<file path="config.mk">
export PLATFORM = sky130hd
export DESIGN_NAME = idli_sqi_seq_m
export DESIGN_NICKNAME = d
export VERILOG_FILES = /design/src/rtl/idli_sqi_seq_m.sv
export SDC_FILE = /design/constraint.sdc
export NUM_CORES = 1
export LEC_CHECK = 0
export ABC_AREA = 1
export CORE_UTILIZATION = 53
export CTS_CLUSTER_SIZE = 10
export DETAILED_ROUTE_END_ITERATION = 7
export PLACE_DENSITY = 0.85
export REMOVE_ABC_BUFFERS = 1
export SETUP_SLACK_MARGIN = 0.02
export SLEW_MARGIN = 10
export SYNTH_ARGS = -nofsm -noshare
export SYNTH_HDL_FRONTEND = slang
export SYNTH_SLANG_ARGS = --single-unit
export TNS_END_PERCENT = 20
</file>
<file path="constraint.sdc">
create_clock -name i_seq_gck -period 3.6 [get_ports i_seq_gck]
set_input_delay 0.36 -clock i_seq_gck [delete_from_list [all_inputs] [get_ports i_seq_gck]]
set_output_delay 0.36 -clock i_seq_gck [all_outputs]
set_load 0.05 [all_outputs]
</file>
<file path="src/rtl/idli_sqi_seq_m.sv">
// SQI transaction sequencer: turns 32-bit line read/write requests into
// quad-I/O bus cycles on SQI_NUM parallel serial SRAMs and returns read words.
// Each chip carries one nibble of every 16-bit word (chip i = bits [4i+3:4i]).

package idli_pkg;
    localparam int SQI_NUM = 4;
    typedef logic [3:0] sqi_data_t;
    typedef sqi_data_t [SQI_NUM-1:0] sqi_bus_t;
    typedef enum logic [2:0] {
        ST_IDLE  = 3'd0,
        ST_CMD   = 3'd1,
        ST_ADDR  = 3'd2,
        ST_DUMMY = 3'd3,
        ST_DATA  = 3'd4,
        ST_DESEL = 3'd5
    } seq_state_e;
endpackage

// Request handshake: a request transfers on a rising gck edge where
// i_seq_req_vld and o_seq_req_rdy are both 1. rdy is high only in IDLE, and
// the request inputs are ignored whenever rdy is low. The response side has
// no backpressure: o_seq_rsp_vld is a single-gck pulse per returned word.
module idli_sqi_seq_m
    import idli_pkg::*;
#(
    parameter int DESEL_SQI = 1
) (
    input  logic        i_seq_gck,
    input  logic        i_seq_rst_n,
    input  logic        i_seq_req_vld,
    output logic        o_seq_req_rdy,
    input  logic        i_seq_req_wr,
    input  logic [15:0] i_seq_req_addr,
    input  logic [31:0] i_seq_req_data,
    output logic        o_seq_rsp_vld,
    output logic [15:0] o_seq_rsp_data,
    output logic        o_seq_sck,
    output logic        o_seq_cs,
    input  sqi_bus_t    i_seq_sio,
    output sqi_bus_t    o_seq_sio,
    output logic        o_seq_sio_oe,
    output seq_state_e  o_seq_state
);

    localparam logic [7:0] CMD_READ   = 8'h03;
    localparam logic [7:0] CMD_WRITE  = 8'h02;
    localparam logic [2:0] DESEL_LAST = 3'(DESEL_SQI - 1);

    seq_state_e  state;
    logic        phase;      // 0: sck low half, 1: sck high half
    logic [2:0]  cnt;        // nibble index within the current state
    logic        wr_q;
    logic [15:0] addr_q;
    logic [31:0] data_q;

    logic [23:0] byte_addr;
    logic [7:0]  cmd_byte;
    logic [7:0]  accept_cmd;

    // Return nibble idx (0 = most significant) of the 24-bit byte address.
    function automatic sqi_data_t addr_nib(input logic [23:0] a, input logic [2:0] idx);
        case (idx)
            3'd0:    return a[23:20];
            3'd1:    return a[19:16];
            3'd2:    return a[15:12];
            3'd3:    return a[11:8];
            3'd4:    return a[7:4];
            3'd5:    return a[3:0];
            default: return 4'h0;
        endcase
    endfunction

    // Command and address phases put the same nibble on every chip.
    function automatic sqi_bus_t bcast(input sqi_data_t nib);
        return {SQI_NUM{nib}};
    endfunction

    // Word address to byte address: drop bit 0 (line granularity) and zero-extend.
    always_comb begin
        byte_addr  = 24'({8'h00, addr_q} >> 1);
        cmd_byte   = wr_q ? CMD_WRITE : CMD_READ;
        accept_cmd = i_seq_req_wr ? CMD_WRITE : CMD_READ;
    end

    assign o_seq_state = state;

    // Sequencer FSM: all pin outputs are registered and change only at the
    // edge that starts phase 0, except sck which toggles every gck while selected.
    always_ff @(posedge i_seq_gck or negedge i_seq_rst_n) begin
        if (!i_seq_rst_n) begin
            state          <= ST_IDLE;
            phase          <= 1'b0;
            cnt            <= 3'd0;
            wr_q           <= 1'b0;
            addr_q         <= 16'h0000;
            data_q         <= 32'h0000_0000;
            o_seq_req_rdy  <= 1'b1;
            o_seq_rsp_vld  <= 1'b0;
            o_seq_rsp_data <= 16'h0000;
            o_seq_sck      <= 1'b0;
            o_seq_cs       <= 1'b1;
            o_seq_sio      <= '0;
            o_seq_sio_oe   <= 1'b0;
        end else begin
            o_seq_rsp_vld <= 1'b0;
            case (state)
                ST_IDLE: begin
                    phase     <= 1'b0;
                    o_seq_sck <= 1'b0;
                    if (i_seq_req_vld) begin
                        wr_q          <= i_seq_req_wr;
                        addr_q        <= i_seq_req_addr;
                        data_q        <= i_seq_req_data;
                        state         <= ST_CMD;
                        cnt           <= 3'd0;
                        o_seq_req_rdy <= 1'b0;
                        o_seq_cs      <= 1'b0;
                        o_seq_sio_oe  <= 1'b1;
                        o_seq_sio     <= bcast(accept_cmd[7:4]);
                    end
                end
                default: begin
                    phase <= ~phase;
                    if (!phase) begin
                        // End of phase 0: sck rises, read data is captured.
                        o_seq_sck <= (state != ST_DESEL);
                        if (state == ST_DATA && !wr_q) begin
                            o_seq_rsp_vld  <= 1'b1;
                            o_seq_rsp_data <= i_seq_sio;
                        end
                    end else begin
                        // End of phase 1: sck falls, next nibble is launched.
                        o_seq_sck <= 1'b0;
                        cnt       <= cnt + 3'd1;
                        case (state)
                            ST_CMD: begin
                                if (cnt == 3'd0) begin
                                    o_seq_sio <= bcast(cmd_byte[3:0]);
                                end else begin
                                    state     <= ST_ADDR;
                                    cnt       <= 3'd0;
                                    o_seq_sio <= bcast(addr_nib(byte_addr, 3'd0));
                                end
                            end
                            ST_ADDR: begin
                                if (cnt != 3'd5) begin
                                    o_seq_sio <= bcast(addr_nib(byte_addr, cnt + 3'd1));
                                end else if (wr_q) begin
                                    state     <= ST_DATA;
                                    cnt       <= 3'd0;
                                    o_seq_sio <= data_q[15:0];
                                end else begin
                                    state        <= ST_DUMMY;
                                    cnt          <= 3'd0;
                                    o_seq_sio_oe <= 1'b0;
                                    o_seq_sio    <= '0;
                                end
                            end
                            ST_DUMMY: begin
                                if (cnt == 3'd1) begin
                                    state <= ST_DATA;
                                    cnt   <= 3'd0;
                                end
                            end
                            ST_DATA: begin
                                if (cnt == 3'd0) begin
                                    if (wr_q) begin
                                        o_seq_sio <= data_q[31:16];
                                    end
                                end else begin
                                    state        <= ST_DESEL;
                                    cnt          <= 3'd0;
                                    o_seq_cs     <= 1'b1;
                                    o_seq_sio_oe <= 1'b0;
                                    o_seq_sio    <= '0;
                                end
                            end
                            ST_DESEL: begin
                                if (cnt == DESEL_LAST) begin
                                    state         <= ST_IDLE;
                                    cnt           <= 3'd0;
                                    o_seq_req_rdy <= 1'b1;
                                end
                            end
                            default: begin
                                state         <= ST_IDLE;
                                cnt           <= 3'd0;
                                o_seq_req_rdy <= 1'b1;
                                o_seq_cs      <= 1'b1;
                                o_seq_sio_oe  <= 1'b0;
                                o_seq_sio     <= '0;
                            end
                        endcase
                    end
                end
            endcase
        end
    end

endmodule

</file>
==> impl_metrics.csv <==
group,metric,value,unit
yosys,ys_seq_elements,92,
global_route,first_global_vias,3727,
floorplan,start_util,54.83,%
placed_design,finalWeightedCongestion,0.8709,
clock_network,cts_buffers,9,
min_path,holdCritPathClass,"input port to asynchronous set/reset pin",
placed_design,dp_hpwl,6830,um
final_layout,drive_gt1_share,6.471,%
route,drt_iter0_drc,261,
sta,slew_viol_final,0,
worst_setup_path,cpLargestDelayFamily,"simple AND/OR/NAND/NOR gates",
yosys,yosysWarnings,0,
worst_setup_path,cpMaxStageDelayCell,"dfrtp_1",
sta,max_freq,0.4690,GHz
global_route,overflow,0,
route,drc,0,
worst_setup_path,cp_cell_sequence,"nor2_2 -> inv_2 -> nor2_4 -> nand2_2 -> nand2_4 -> nand3_4 -> inv_4 -> nand2_1 -> nand2_1",
power_and_ir_drop,power_density,879.2,mW/mm2
yosys,avgSynthCellArea,7.858,um2
yosys,yosysTopAreaCell,"dfrtp_1",
clock_network,postCtsSetupRepairBufs,0,
sta,final.setup.worst_slack,1.468,ns
yosys,syn_area,0.004259,mm2
clock_network,clock-root-buffer,"clkbuf_8",
placed_design,pre_cts_slack,1.492,ns
worst_setup_path,required,3.90,ns
floorplan,coreArea,0.007767,mm2
yosys,synth_top_area_share,52.88,%
yosys,yosys-top-cells-area,"dfrtp_1 (53%), nand2_1 (26%), inv_1 (2.7%)",
route,final_antenna_net_count,0,
power_and_ir_drop,leakagePower,2.868,nW
floorplan,die_width,91.65,um
worst_setup_path,crit_path_start,"o_seq_state[0]",
route,first_pass_iters,4,
clock_network,cts_hold_buf,0,
sta,tightest_slew,0.9614,ns
sta,max-slew-margin-rel,35.91,%
clock_network,cts_tree,"yes",
clock_network,clk_pin_slew,0.09,ns
route,viasPerCell,5.109,
floorplan,fp.dieH,91.65,um
final_layout,area.growth.synth_to_final,30.96,%
final_layout,diodes,0,
clock_network,clk_path_buf_depth,2,
global_route,grt_max_degree,79,
clock_network,cts_resized,0,
sta,hold_viol,0,
worst_setup_path,rr_worst_depth,9,
route,drt-total-wl,10070,um
final_layout,utilization,71.81,%
worst_setup_path,cp.depth,9,
global_route,grt_pass1_wl,16860,um
floorplan,die_area,0.008399,mm2
status,outcome,"complete, no violations",
global_route,antenna_found_initial,0,
sta,fin_crit,2.132,ns
worst_setup_path,r2r-start,"o_seq_state[0]",
flow_run,drv_cap,0,
floorplan,pin_count,108,
yosys,netlist_instances,542,
global_route,track_usage,25.80,%
worst_setup_path,endpoint_kind,"register",
clock_network,htree_levels,3,
sta,finalSetupViolations,0,
yosys,synth.distinct_cells,26,
clock_network,tritoncts_num_sinks,92,
route,via_count,3837,
final_layout,nNetsFinal,717,
placed_design,port_buffers,106,
worst_setup_path,crit_fanout,20,
worst_setup_path,path_buf_inv,2,
worst_setup_path,worst_ep_arrival_time,2.44,ns
sta,min_period_over_period,59.23,%
power_and_ir_drop,power.total,4.904,mW
power_and_ir_drop,vdd.ir_drop.worst,643.8,uV
worst_setup_path,start_kind,"register",
clock_network,insertion_delay,0.37,ns
route,detail_route.wl_per_cell,13.41,um
placed_design,dp_cells,735,
worst_setup_path,critPathKind,"register to register",
worst_setup_path,max_stage_delay,0.48,ns
worst_setup_path,path_common_cell,"nand2_1",
sta,grt_setup_unrepaired,"no",
sta,tns,0,ns
final_layout,post_layout_nonfiller_instances,751,
yosys,ys_seq_area_share,54.11,%
sta,fin_skew,0.01294,ns
floorplan,rows,32,
-- where the power goes --
group / internal [mW] / leakage (nW) / switching, mW
clock: 0.411 / 0.111 / 0.354
sequential: 1.49 / 1.15 / 0.287
combinational: 0.755 / 1.61 / 1.60
total: 2.66 / 2.87 / 2.24
-- stage by stage --
step	hold WS [ns]	area (um2)
2_1_floorplan	0.06441	4150
3_3_place_gp	0.4555	5359
3_5_place_dp	0.4654	5359
4_1_cts	0.1755	5578
5_1_grt	0.2082	5578
6_report	0.1319	5578
-- synthesized netlist by cell type --
cell      count
a21oi_1      11
a31oi_1       1
buf_2        12
buf_4         5
buf_6         1
dfrtp_1      90
dfstp_2       2
ha_1          5
inv_1        31
inv_2         6
inv_4         2
nand2_1     290
nand2_2       6
nand2_4       1
nand3_1      10
nand3_4       1
nand3b_1      1
nand4_1      12
nor2_1       14
nor2_2        3
nor2_4        2
nor3_1        1
nor3_2        1
o21ai_0      21
o21ai_1      10
o22ai_1       3
-- cells in the final DEF, fill, tap and decap left out, drive strengths merged --
cell | netlist | layout
clkdlybuf4s50 | 0 | 105
nor3 | 2 | 2
dfstp | 2 | 2
a31oi | 1 | 1
buf | 18 | 4
nand3b | 1 | 1
clkinv | 0 | 2
clkbuf | 0 | 12
inv | 39 | 39
nand2 | 297 | 297
bufinv | 0 | 2
a21oi | 11 | 11
dfrtp | 90 | 90
nor2 | 19 | 19
nand4 | 12 | 12
o22ai | 3 | 3
ha | 5 | 5
nand3 | 11 | 11
o21ai | 31 | 31
-- path summary, 6_finish.rpt --
check	end	slack, ns
worst max-delay path	o_seq_sio[6]	1.47
worst min-delay path	data_q[21]	0.13
worst max register to register	o_seq_sio[6]	1.47
worst min register to register	o_seq_req_rdy	0.48
max in group asynchronous	o_seq_cs	2.59
min in group i_seq_gck	o_seq_req_rdy	0.48
-- cell families (layout without fill, tap and decap cells) --
group	Yosys count	after routing	synth area share, %
buffers and inverters	57	164	6.110
AOI/OAI and AO/OA	46	46	5.523
and+or+nand+nor	342	342	32.78
DFF	92	92	54.11
adders and majority gates	5	5	1.469
-- final cells by class --
class	instances	area [um2]
clock buffers	12	145.1
clock inverters	4	73.82
fillers	599	2190
inverters	39	151.4
multi-input cells	393	1694
flip-flops and latches	92	2305
well taps	102	127.6
repair buffers	109	1081
-- metal layers --
layer / GRT usage, % / part of all wire [%] / up-vias
met5: 0 / 0 / -
met4: 11.77 / 2.5 / 0
met3: 6.468 / 7.7 / 20
met2: 42.48 / 48 / 153
met1: 32.12 / 41 / 1788
li1: - / - / 1876
-- flip-flops by register name, summed over array words and instances (netlist names), 3 cells and up --
signal,flops
data_q,32
o_seq_rsp_data,16
o_seq_sio,16
addr_q,15
cnt,3
o_seq_state,3
(Power assumes the default switching activity.)
